===== config.mk =====
export PLATFORM = sky130hd
export DESIGN_NAME = user_module
export DESIGN_NICKNAME = d
export VERILOG_FILES = /design/src/rtl/user_module.sv
export SDC_FILE = /design/constraint.sdc
export NUM_CORES = 1
export LEC_CHECK = 0
export BUFFER_PORTS_ARGS = -buffer_cell sky130_fd_sc_hd__buf_2
export CORE_MARGIN = 2
export CORE_UTILIZATION = 40
export CTS_CLUSTER_DIAMETER = 80
export CTS_CLUSTER_SIZE = 14
export DETAILED_ROUTE_END_ITERATION = 16
export PLACE_DENSITY = 0.78
export SLEW_MARGIN = 20
export SYNTH_ARGS = -nofsm -noshare
export SYNTH_HDL_FRONTEND = slang
export SYNTH_SLANG_ARGS = --single-unit

===== constraint.sdc =====
create_clock -name clk -period 1.6 [get_ports clk]
set_input_delay 0.32 -clock clk [delete_from_list [all_inputs] [get_ports clk]]
set_output_delay 0.32 -clock clk [all_outputs]
set_load 0.01 [all_outputs]

===== src/rtl/user_module.sv =====
// 8-bit serial-in/parallel-out shift register tile with hold, reverse shift,
// synchronous clear and parallel load from the bidirectional bus.
module user_module (
    input  logic       clk,
    input  logic       rst,
    input  logic       ena,
    input  logic [7:0] ui_in,
    output logic [7:0] uo_out,
    input  logic [7:0] uio_in,
    output logic [7:0] uio_out,
    output logic [7:0] uio_oe
);

    logic       w_din;
    logic       w_hold;
    logic       w_reverse;
    logic       w_load;
    logic       w_clear;
    logic       w_unused;
    logic [7:0] w_q_next;
    logic [7:0] r_q;

    assign w_din     = ui_in[0];
    assign w_hold    = ui_in[1];
    assign w_reverse = ui_in[2];
    assign w_load    = ui_in[3];
    assign w_clear   = ui_in[4];
    assign w_unused  = ^ui_in[7:5];

    // Priority: enable, clear, load, hold, then shift in the selected direction.
    always_comb begin
        // NOTE: default assignment first so every path drives w_q_next and no latch is inferred.
        w_q_next = r_q;
        if (!ena) begin
            w_q_next = r_q;
        end else if (w_clear) begin
            w_q_next = 8'h00;
        end else if (w_load) begin
            w_q_next = uio_in;
        end else if (w_hold) begin
            w_q_next = r_q;
        end else if (!w_reverse) begin
            w_q_next = {r_q[6:0], w_din};
        end else begin
            w_q_next = {w_din, r_q[7:1]};
        end
    end

    always_ff @(posedge clk or posedge rst) begin
        // NOTE: non-blocking assignments in clocked logic so every flop samples pre-edge values.
        if (rst) begin
            r_q <= 8'h00;
        end else begin
            r_q <= w_q_next;
        end
    end

    assign uo_out  = r_q;
    assign uio_out = 8'h00;
    assign uio_oe  = 8'h00;

endmodule


==> key figures <==
Final layout
  – Max reg flops: 8
  – Synth-to-Final Area Change: 10.4%
  – Final nets: 100
  – Fillers: 157
  – # diodes: 0
  – Fin area: 706 sq um
  – Share of cells above drive strength 1: 0.468

Timing
  – Fmax: 796 MHz
  – Setup Skew: 0.00252 ns
  – Setup ws final: 0.344 ns
  – Final Hold Viols: 0
  – Max-slew violations: 0
  – Tmin final: 1.26 ns
  – Setup TNS Final: 0 ns
  – RSZ-0062 raised after global routing: no
  – Hold Slack: 0.0135 ns
  – Final setup violation count: 0
  – Final period util: 0.785

Critical path
  – CP Cell Sequence: mux2_1, mux2_2, a22o_1
  – FF-to-FF setup slack: 0.34 ns
  – Crit path launch type: flip-flop
  – Type of the worst setup path: reg -> reg
  – CP max stage delay: 0.40 ns
  – CP Launch Point: uo_out[6]
  – CP required: 1.73 ns
  – Cell family with most CP delay: multiplexers
  – CP max-delay cell: dfrtp_1
  – R2r worst-path depth: 3
  – Max FO, Critical Path: 4
  – CP endpoint kind: flip-flop
  – Worst r2r src: uo_out[6]
  – Critical Path AT: 1.39 ns
  – RR Endpoint: uo_out[5]
  – Buf/Inv on CP: 0

Clock tree
  – CTS tree: yes
  – Clock Tree Buf Depth: 2
  – TritonCTS buffer count: 3
  – # resized after CTS: 0
  – CTS clock-pin slew for the worst setup and hold paths: 0.05 ns
  – Root buffer cell: clkbuf_4
  – Setup Fix Bufs, Post-CTS: 0
  – Worst skew pair latency: 0.25 ns
  – H-Tree Depth: 1
  – Hold-fix buffers, CTS: 0
  – Clock net sink count: 8

Yosys
  – FF+latch count, synth: 8
  – Synth Area per Inst: 11.2 sq um
  – Yosys warns: 0
  – Post-synth EDFFs: 0
  – Asr flop ratio synth: 1.00
  – Count of cell types in the netlist: 16
  – Syn Inst Count: 57
  – Mapped cell area: 639 sq um
  – Main synth FF type: dfrtp_1
  – Sequential-to-total area share from yosys stat: 0.313

Global route
  – Pin count of the biggest net entering global routing: 11
  – Overall Global Routing Usage: 0.143
  – GRT overflow: 0
  – Vias in the first global route: 438
  – Initial antenna violation count: 0
  – First-pass GRT wire length: 1.97 mm

Drt
  – Total detailed-routing wirelength: 1.14 mm
  – Drt initial violations: 4
  – Vias per inst: 4.80
  – Via count: 456
  – Routed WL per cell: 12.0 um
  – DRC Markers: 0
  – Post-DRT Antenna Nets: 0
  – Length of the first detailed-routing pass in iterations: 4

Floorplan
  – Die Area: 1930 sq um
  – Initial Util: 0.424
  – Standard-cell rows: 14
  – Placeable Area: 1510 sq um
  – Die span in x: 44.0 um
  – I/O pins: 43
  – Die H: 44.0 um

Power and ir drop
  – Worst vdd ir: 325 uV
  – Leak Pwr: 0.000405 uW
  – Power Density: 750 nW/um^2

Placement
  – PortBufs: 23
  – Pre-CTS WS: 0.148 ns
  – Gpl congestion: 0.720
  – HPWL after detailed placement: 922 um
  – Placed cell areas: 683 sq um

Job
  – Max Cap Viol: 0

Run status
  – Status: complete, no violations

Worst hold path
  – Hold Path Class: in -> async
## cell usage after synthesis, types with 2 or more instances
master,n,area share
a22o_1,7,0.096
buf_4,16,0.19
buf_6,2,0.035
dfrtp_1,8,0.31
mux2_1,5,0.088
mux2_2,7,0.12
mux2_4,2,0.047
nand2b_1,2,0.020
## final cells by class
cell class,instances,area [sq um],share of cell area
clock buffers,3,22.5,0.0319
inverters,1,3.75,0.00532
multi-input cells,44,344,0.488
flip-flops and latches,8,200,0.284
well taps,16,20.0,0.0284
repair buffers,23,115,0.163
## how the worst max path moves through the flow
stage | end | slack (ns) | depth (start not counted)
final | uo_out[5] | 0.34 | 3
after global routing | uo_out[5] | 0.28 | 3
after floorplan | uo_out[0] | 0.31 | 4
after global placement | uo_out[0] | 0.16 | 4
after CTS | uo_out[3] | 0.34 | 3
after detailed placement | uo_out[7] | 0.15 | 4
## report_power, final
| group | internal [uW] | switching, uW | leakage (uW) |
|---|---|---|---|
| Sequential | 220 | 16.3 | 0.000107 |
| Clock | 85.6 | 64.4 | 0.0000138 |
| Combinational | 72.4 | 70.5 | 0.000284 |
## cell families after synthesis
logic type             count (synthesis)  share of synthesized area
AOI/OAI and AO/OA                     10                      0.141
buffers and inverters                 20                      0.237
DFF                                    8                      0.313
muxes                                 14                      0.258
other                                  1                    0.00587
and+or+nand+nor                        4                     0.0450
## per-layer routing
metal / part of all wire / global-route usage / vias up / wire (um)
li1: - / - / 219 / -
met1: 0.45 / 0.187 / 210 / 513
met2: 0.46 / 0.215 / 27 / 528
met3: 0.084 / 0.0375 / 0 / 95
met4: 0 / 0.0727 / 0 / 0
met5: 0 / 0 / - / 0
## stage by stage
stage	instances	total power (uW)	utilization
2_1_floorplan	72	369	-
3_3_place_gp	92	380	0.453
3_5_place_dp	92	384	0.453
4_1_cts	95	541	0.468
5_1_grt	95	570	0.468
6_report	95	529	0.468
## placed cells by master (no fill, tap or decap)
| cell type | instances |
|---|---|
| buf_2 | 23 |
| conb_1 | 16 |
| dfrtp_1 | 8 |
| mux2_2 | 7 |
| a22o_1 | 7 |
| mux2_1 | 5 |
| clkbuf_4 | 3 |
| nand2b_1 | 2 |
| mux2_4 | 2 |
| o21ai_2 | 1 |
| and3b_1 | 1 |
| inv_1 | 1 |
| and2b_1 | 1 |
| a211o_2 | 1 |
| a32o_1 | 1 |
## worst reg2reg max path: cells and delay by family, from the launching register on
family / cells / cell delay [ns]
mux: 2 / 0.55
compound gates: 1 / 0.19
flops: 1 / 0.40
(Power assumes the default switching activity.)
